--- config.mk ---
export PLATFORM = sky130hd
export DESIGN_NAME = ikascc_wram_scheduler
export DESIGN_NICKNAME = d
export VERILOG_FILES = /design/src/rtl/ikascc_wram_scheduler.sv
export SDC_FILE = /design/constraint.sdc
export NUM_CORES = 1
export LEC_CHECK = 0
export ABC_CLOCK_PERIOD_IN_PS = 6200
export BUFFER_PORTS_ARGS = -buffer_cell sky130_fd_sc_hd__buf_4
export CAP_MARGIN = 20
export CORE_AREA = 2 2 109 69
export DETAILED_ROUTE_END_ITERATION = 16
export DIE_AREA = 0 0 111 71
export GPL_TIMING_DRIVEN = 0
export PLACE_DENSITY = 0.9
export SLEW_MARGIN = 30
export SYNTH_ARGS = -nofsm -noshare
export SYNTH_HDL_FRONTEND = slang
export SYNTH_SLANG_ARGS = --single-unit
--- constraint.sdc ---
create_clock -name i_EMUCLK -period 6.2 [get_ports i_EMUCLK]
set_input_delay 0.62 -clock i_EMUCLK [delete_from_list [all_inputs] [get_ports i_EMUCLK]]
set_output_delay 0.62 -clock i_EMUCLK [all_outputs]
set_load 0.03 [all_outputs]
--- src/rtl/ikascc_wram_scheduler.sv ---
// Time-division scheduler for the single-port SCC wave RAM: five fixed sample-fetch slots
// followed by three CPU slots fed from a small request FIFO.
module ikascc_wram_scheduler #(
    parameter int unsigned CPU_FIFO_DEPTH = 2,
    parameter int unsigned CH4_BANK       = 3
) (
    input  logic        i_EMUCLK,
    input  logic        i_RST_n,
    input  logic        i_MCLK_PCEN_n,
    input  logic        i_CPU_RDRQ,
    input  logic        i_CPU_WRRQ,
    input  logic [6:0]  i_CPU_ADDR,
    input  logic [7:0]  i_CPU_DI,
    output logic [7:0]  o_CPU_DO,
    output logic        o_CPU_DVALID,
    output logic        o_CPU_OVF,
    input  logic [24:0] i_PTRS,
    output logic [7:0]  o_SMPL,
    output logic [2:0]  o_SMPL_CH,
    output logic        o_SMPL_VALID,
    output logic        o_FRAME,
    output logic [6:0]  o_RAM_ADDR,
    output logic        o_RAM_WE,
    output logic [7:0]  o_RAM_DO,
    input  logic [7:0]  i_RAM_DI
);

    localparam int unsigned PtrW = (CPU_FIFO_DEPTH > 1) ? $clog2(CPU_FIFO_DEPTH) : 1;
    localparam int unsigned CntW = $clog2(CPU_FIFO_DEPTH + 1);
    localparam logic [1:0] Ch4Bank = 2'(CH4_BANK);

    typedef enum logic [1:0] {IssNone, IssFetch, IssCpuRd} iss_e;

    logic            tick;
    logic [2:0]      slot_q;
    iss_e            iss_q, iss_d;
    logic [2:0]      iss_ch_q, iss_ch_d;
    logic [6:0]      ram_addr_q, ram_addr_d;
    logic            ram_we_q, ram_we_d;
    logic [7:0]      ram_do_q, ram_do_d;
    logic            frame_q;
    logic [7:0]      smpl_q;
    logic [2:0]      smpl_ch_q;
    logic            smpl_valid_q;
    logic [7:0]      cpu_do_q;
    logic            cpu_dvalid_q;
    logic            ovf_q;

    // Each FIFO entry is {we, addr[6:0], data[7:0]}.
    logic [15:0]     fifo_mem [CPU_FIFO_DEPTH];
    logic [PtrW-1:0] wr_ptr_q, rd_ptr_q;
    logic [CntW-1:0] count_q, count_d;
    logic            req, full, push, pop;
    logic [15:0]     head;

    function automatic logic [PtrW-1:0] ptr_inc(input logic [PtrW-1:0] p);
        return (p == PtrW'(CPU_FIFO_DEPTH - 1)) ? '0 : p + 1'b1;
    endfunction

    assign tick = ~i_MCLK_PCEN_n;
    assign req  = i_CPU_WRRQ | i_CPU_RDRQ;
    assign full = (count_q == CntW'(CPU_FIFO_DEPTH));
    assign pop  = (slot_q >= 3'd5) && (count_q != '0);
    // A full FIFO still accepts when the head leaves in the same tick.
    assign push = req && (!full || pop);
    assign head = fifo_mem[rd_ptr_q];

    always_comb begin
        count_d = count_q;
        case ({push, pop})
            2'b10:   count_d = count_q + 1'b1;
            2'b01:   count_d = count_q - 1'b1;
            default: count_d = count_q;
        endcase
    end

    always_comb begin
        ram_addr_d = ram_addr_q;
        ram_we_d   = 1'b0;
        ram_do_d   = ram_do_q;
        iss_d      = IssNone;
        iss_ch_d   = iss_ch_q;
        case (slot_q)
            3'd0: begin ram_addr_d = {2'd0, i_PTRS[4:0]};   iss_d = IssFetch; iss_ch_d = 3'd0; end
            3'd1: begin ram_addr_d = {2'd1, i_PTRS[9:5]};   iss_d = IssFetch; iss_ch_d = 3'd1; end
            3'd2: begin ram_addr_d = {2'd2, i_PTRS[14:10]}; iss_d = IssFetch; iss_ch_d = 3'd2; end
            3'd3: begin ram_addr_d = {2'd3, i_PTRS[19:15]}; iss_d = IssFetch; iss_ch_d = 3'd3; end
            3'd4: begin ram_addr_d = {Ch4Bank, i_PTRS[24:20]}; iss_d = IssFetch; iss_ch_d = 3'd4; end
            default: begin
                if (pop) begin
                    ram_we_d   = head[15];
                    ram_addr_d = head[14:8];
                    ram_do_d   = head[7:0];
                    iss_d      = head[15] ? IssNone : IssCpuRd;
                end
            end
        endcase
    end

    always_ff @(posedge i_EMUCLK or negedge i_RST_n) begin
        if (!i_RST_n) begin
            slot_q       <= '0;
            iss_q        <= IssNone;
            iss_ch_q     <= '0;
            ram_addr_q   <= '0;
            ram_we_q     <= 1'b0;
            ram_do_q     <= '0;
            frame_q      <= 1'b0;
            smpl_q       <= '0;
            smpl_ch_q    <= '0;
            smpl_valid_q <= 1'b0;
            cpu_do_q     <= '0;
            cpu_dvalid_q <= 1'b0;
            ovf_q        <= 1'b0;
            wr_ptr_q     <= '0;
            rd_ptr_q     <= '0;
            count_q      <= '0;
        end else if (tick) begin
            slot_q     <= slot_q + 3'd1;
            frame_q    <= (slot_q == 3'd0);
            iss_q      <= iss_d;
            iss_ch_q   <= iss_ch_d;
            ram_addr_q <= ram_addr_d;
            ram_we_q   <= ram_we_d;
            ram_do_q   <= ram_do_d;
            // Return stage: the RAM answers the access issued on the previous tick.
            smpl_valid_q <= (iss_q == IssFetch);
            if (iss_q == IssFetch) begin
                smpl_q    <= i_RAM_DI;
                smpl_ch_q <= iss_ch_q;
            end
            cpu_dvalid_q <= (iss_q == IssCpuRd);
            if (iss_q == IssCpuRd) begin
                cpu_do_q <= i_RAM_DI;
            end
            if (req && !push) begin
                ovf_q <= 1'b1;
            end
            if (push) begin
                wr_ptr_q <= ptr_inc(wr_ptr_q);
            end
            if (pop) begin
                rd_ptr_q <= ptr_inc(rd_ptr_q);
            end
            count_q <= count_d;
        end
    end

    always_ff @(posedge i_EMUCLK) begin
        if (tick && push) begin
            fifo_mem[wr_ptr_q] <= {i_CPU_WRRQ, i_CPU_ADDR, i_CPU_DI};
        end
    end

    assign o_CPU_DO     = cpu_do_q;
    assign o_CPU_DVALID = cpu_dvalid_q;
    assign o_CPU_OVF    = ovf_q;
    assign o_SMPL       = smpl_q;
    assign o_SMPL_CH    = smpl_ch_q;
    assign o_SMPL_VALID = smpl_valid_q;
    assign o_FRAME      = frame_q;
    assign o_RAM_ADDR   = ram_addr_q;
    assign o_RAM_WE     = ram_we_q;
    assign o_RAM_DO     = ram_do_q;

endmodule

-- Word level (Yosys, flattened, before mapping)
Memory sizes are Yosys's and may differ from the RTL's.
Cells that the tools add are included.
- memories kept: 1
- bits of input ports: 53
- word-level logic and storage cells: 70
- register bits: 51
- bits in writable memories: 32
- latch bits: 0
- ROM bits: 0
- output and inout port bits: 39
- memories (name ; depth ; bits a word ; rd ports ; clocked after Yosys merged registers in ; wr ports ; line ; text):
    fifo_mem ; 2 ; 16 ; 1 ; 0 ; 1 ; 50 ; logic [15:0] fifo_mem [CPU_FIFO_DEPTH];
- div/mod/pow operators: 0
- bitwise gates (word level): 3
- $lt $le $gt $ge: 1
- muxes and demuxes: 13
- reduce and logical (&&, ||, !) cells: 22
- add/subtract/negate cells: 5
- eq/ne operators: 9
- shift-type cells: 0
- multipliers: 0
- operators by type and width (cell ; count):
    $pmux W7 S5 ; 1
    $reduce_and A2 Y1 ; 8
    $pmux W3 S5 ; 1
    $mux W7 ; 1
    $eq A2 B2 Y1 const B ; 3
    $eq A3 B2 Y1 const B ; 2
    $mux W1 ; 6
    $mux W2 ; 3
    $reduce_bool A6 Y1 ; 1
    $reduce_bool A5 Y1 ; 1
    $reduce_or A5 Y1 ; 1
    $eq A2 B1 Y1 const B ; 2
    $logic_and A1 B1 Y1 ; 4
    $pmux W2 S2 ; 1
    $reduce_bool A2 Y1 ; 2
    $add A3 B1 Y3 const B ; 1
    $eq A3 B1 Y1 const B ; 1
    $eq A3 B3 Y1 const B ; 1
    $ge A3 B3 Y1 const B ; 1
    $logic_not A3 Y1 ; 1
    $reduce_and A3 Y1 ; 1
    $add A1 B1 Y1 const B ; 2
    $add A2 B1 Y2 const B ; 1
    $logic_not A1 Y1 ; 2
    other kinds (4) ; 5

-- Logic depth before layout (Yosys ltp)
- depth after elaboration: 7
- gate-level depth with buffers: 11

-- Worst setup path after synthesis
OpenSTA, ideal clock, no wires.
- kind: reg-to-reg
- start: register slot_q[1]
- end: memory fifo_mem[0][0], enable pin
- buffers on the path: 1
- period minus slack after synthesis: 3.126 ns
- stages on the path, launching flop included: 7
- setup time: 0.430 ns
- setup slack: 3.074 ns
- arrival time: 2.696 ns
- path through: dfrtp_1 inv_1 ha_1 buf_4 o31ai_4 and3b_1 nor4_1
- word-level cells in the longest chain between the ends: 7
- RTL lines (item ; line ; text):
    from (decl) ; 35 ; logic [2:0] slot_q;
    from (signal assigned) ; 119 ; slot_q <= slot_q + 3'd1;
    $ge A3 B3 Y1 ; 63 ; assign pop = (slot_q >= 3'd5) && (count_q != '0);
    $logic_and A1 B1 Y1 ; 63 ;
    $logic_or A1 B1 Y1 ; 65 ; assign push = req && (!full || pop);
    $logic_and A1 B1 Y1 ; 65 ;
    $logic_and A1 B1 Y1 ; 150 ; if (tick && push) begin
    $mux W1 ; 150 ;
    $mux W1 (implied by the code) ; 151 ; fifo_mem[wr_ptr_q] <= {i_CPU_WRRQ, i_CPU_ADDR, i_CPU_DI};
    to (decl) ; 50 ;
No other way between the ends.

-- Worst setup path after layout
- start: register slot_q[1]
- end: memory fifo_mem[0][7], enable pin
Same word-level chain as after synthesis.

==> flow_summary.yaml <==
place:
  globalplace.congestion: 0.7825
  dpl.hpwl_mm: 5.680
  dpl-instance-area_mm2: 0.004385
  port_buffers: 90
final_layout:
  fillerInstances: 520
  design_area_mm2: 0.004691
  finalNetCount: 410
  drive_gt1_share_pct: 45.79
  multi_input_area_mm2: 0.001214
  area.growth.synth_to_final_pct: 31.22
  seqCellArea_mm2: 0.002237
  insertedDiodeCount: 0
pwr:
  leakage_uw: 0.002066
  powerDensity_mw_per_mm2: 583.2
  ir_drop_mv: 0.3066
floorplan:
  die_area_mm2: 0.007881
  num_io_pins: 92
  fp-row-count: 24
  fp.dieW_um: 111
  initial_core_util_pct: 51.53
  core_region_area_mm2: 0.006937
  die_y_um: 71
clocking:
  clock-sinks: 83
  root_buffer: "clkbuf_16"
  cts_buffer_depth: 2
  cts_buffers: 9
  cts_resized: 0
  postCtsSetupBuffers: 0
  clk_latency_ps: 330
  holdBufCountCts: 0
  cts_tree: "built"
  htreeDepth: 3
  path_clk_slew_ps: 60
setup_path:
  crit_cells: 8
  cp_top_family: "simple AND/OR/NAND/NOR gates"
  arrival_ps: 2620
  worstPathMaxFanout: 8
  reg2reg_from: "slot_q[1]"
  reg2reg_depth: 8
  cpMostUsedCell: "buf_2"
  cpPeakStageDelay_ps: 610
  cp.required_ps: 6250
  startpoint: "slot_q[1]"
  critPathLaunchType: "flop"
  crit_path_cell_trace: "inv_1, ha_1, buf_4, o31ai_4, and3b_1, nor4_2, buf_2, buf_2"
  slowest_stage: "nor4_2"
  worstSetupPathType: "flop to flop"
  critPathCaptureType: "flop"
  path_buf_inv: 4
sta:
  final_hold_viol_count: 0
  tightest_slew_ps: 756.8
  fin_crit_sh_pct: 41.56
  tns_ps: 0
  final.min_clock_period_ps: 2576
  max_slew_margin_pct: 49.54
  rsz0062_at_grt: "false"
  drv_slew: 0
  skew_ps: 6.203
  clock.fmax_mhz: 388.1
  setup_viol: 0
yosys:
  ys_ff_latch: 83
  synth_fp_nets: 306
  synthTopCellsByCount: "dfrtp_1, edfxtp_1, mux2_2"
  avgSynthCellArea_um2: 14.47
  syn_inst: 247
  yosys.area_share.simple_pct: 5.460
  synth_compound_area_share_pct: 12.08
  synthArstFlopShare_pct: 61.45
  yosysMostFrequentCell: "dfrtp_1"
  synth_warnings: 0
  synth_xor_area_share_pct: 1.470
  synth_area_leader_cell: "dfrtp_1"
  synth_top_family_by_area: "multiplexers"
  synthAdderAreaFrac_pct: 2.100
  seq_area_frac_synth_pct: 62.58
  synth_area_mm2: 0.003575
  synth_top_area_share_pct: 35.70
  synth-edff-count: 32
  netlist_top_cells_area: "dfrtp_1, edfxtp_1, mux2_2"
  synth.distinct_cells: 45
  synth-main-ff-cell: "dfrtp_1"
  synth.mux.area_fraction_pct: 12.67
global_route:
  grt_pass1_wl_mm: 12.69
  grt_max_degree: 52
  first_global_vias: 2497
  grt_usage_pct: 20.96
  grt_overflow_total: 0
  antenna_found_initial: 0
detailed_routing:
  vias_per_cell: 5.403
  vias: 2415
  drc: 0
  first_iter_violations: 142
  drt_pre_antenna_iters: 4
  drtAntennaViolNets: 0
  wire_per_inst_um: 17.33
  wl_mm: 7.746
min_path:
  holdCritPathClass: "primary input to asynchronous set/reset pin"
outcome:
  status: "complete, no violations"
run:
  maxCapViolations: 0
## state kept, by name, summed over array words and instances, names as in the netlist
| name | cells |
|---|---|
| iss_q | 2 |
| wr_ptr_q | 1 |
| o_SMPL | 8 |
| count_q | 2 |
| o_CPU_OVF | 1 |
| o_CPU_DO | 8 |
| rd_ptr_q | 1 |
| o_FRAME | 1 |
| fifo_mem | 32 |
| o_CPU_DVALID | 1 |
| slot_q | 3 |
| iss_ch_q | 3 |
| o_SMPL_CH | 3 |
| o_RAM_ADDR | 7 |
| o_SMPL_VALID | 1 |
| o_RAM_WE | 1 |
| o_RAM_DO | 8 |
## logic make-up after synthesis
logic type | Yosys count
flip-flops | 83
AO/OA/AOI/OAI | 59
multiplexers | 41
AND/OR/NAND/NOR | 32
buffers and inverters | 20
XOR/XNOR | 6
adder cells (fa/ha/maj) | 6
## final timing paths
path	slack (ps)	endpoint
max in group asynchronous	5460	count_q[0]
worst max-delay path	3620	fifo_mem[0][7]
min in group i_EMUCLK	470	fifo_mem[0][5]
worst max register to register	3620	fifo_mem[0][7]
worst min-delay path	300	slot_q[2]
worst min register to register	500	o_RAM_ADDR[4]
## cell usage in the layout (no fill, tap or decap), types with 2 or more instances in the layout
cell type | synthesis | layout
inv_1 | 4 | 4
a21o_1 | 3 | 3
mux2_2 | 25 | 25
a222oi_1 | 4 | 4
a21oi_1 | 14 | 14
buf_4 | 5 | 95
nand3_1 | 4 | 4
o21ai_0 | 10 | 10
clkbuf_1 | 2 | 2
buf_6 | 4 | 4
clkbuf_16 | 0 | 9
mux2i_1 | 13 | 13
buf_2 | 5 | 8
dfrtp_1 | 51 | 51
xnor2_1 | 2 | 2
a31oi_1 | 8 | 8
nor2b_1 | 2 | 2
o2bb2ai_1 | 5 | 5
inv_6 | 0 | 3
o21ai_1 | 2 | 2
nand2_1 | 8 | 8
a211oi_1 | 5 | 5
nor2_1 | 7 | 7
edfxtp_1 | 32 | 32
ha_1 | 6 | 6
mux2_4 | 2 | 2
xor2_1 | 4 | 4
## metal layers
layer,GRT usage [%],up-vias,part of all wire (%),routed length (µm)
li1,-,1136,-,-
met1,27.91,1174,44,3430
met2,33.06,93,46,3544
met3,7.198,12,8.6,666
met4,6.667,0,1.3,104
met5,0,-,0,0
## through the flow
stage	power, µW	util (%)	hold slack, ps	cells	worst slack (ps)
after detailed placement	2206	63.22	470.3	431	3638
after CTS	2757	67.62	327.3	447	3622
after floorplan	1774	-	324.4	247	3074
after global placement	2149	62.91	469.1	428	2229
after global routing	2892	67.62	364.2	447	3444
final	2736	67.62	303.1	447	3624
## final cells by class
class / instances / share of cell area (%)
flip-flops and latches: 83 / 47.69
plain buffers: 16 / 2.454
inverters: 4 / 0.3201
multi-input cells: 144 / 25.87
clock inverters: 7 / 1.707
clock buffers: 9 / 4.801
repair buffers: 93 / 14.72
well taps: 91 / 2.427
## where the power goes
group          internal, µW  leakage, µW  total [µW]  switching, µW
Clock                   318     0.000149         538            220
Combinational           547      0.00101        1290            747
Sequential              782     0.000909         904            122
Total                  1650      0.00207        2740           1090
(Power assumes the default switching activity.)
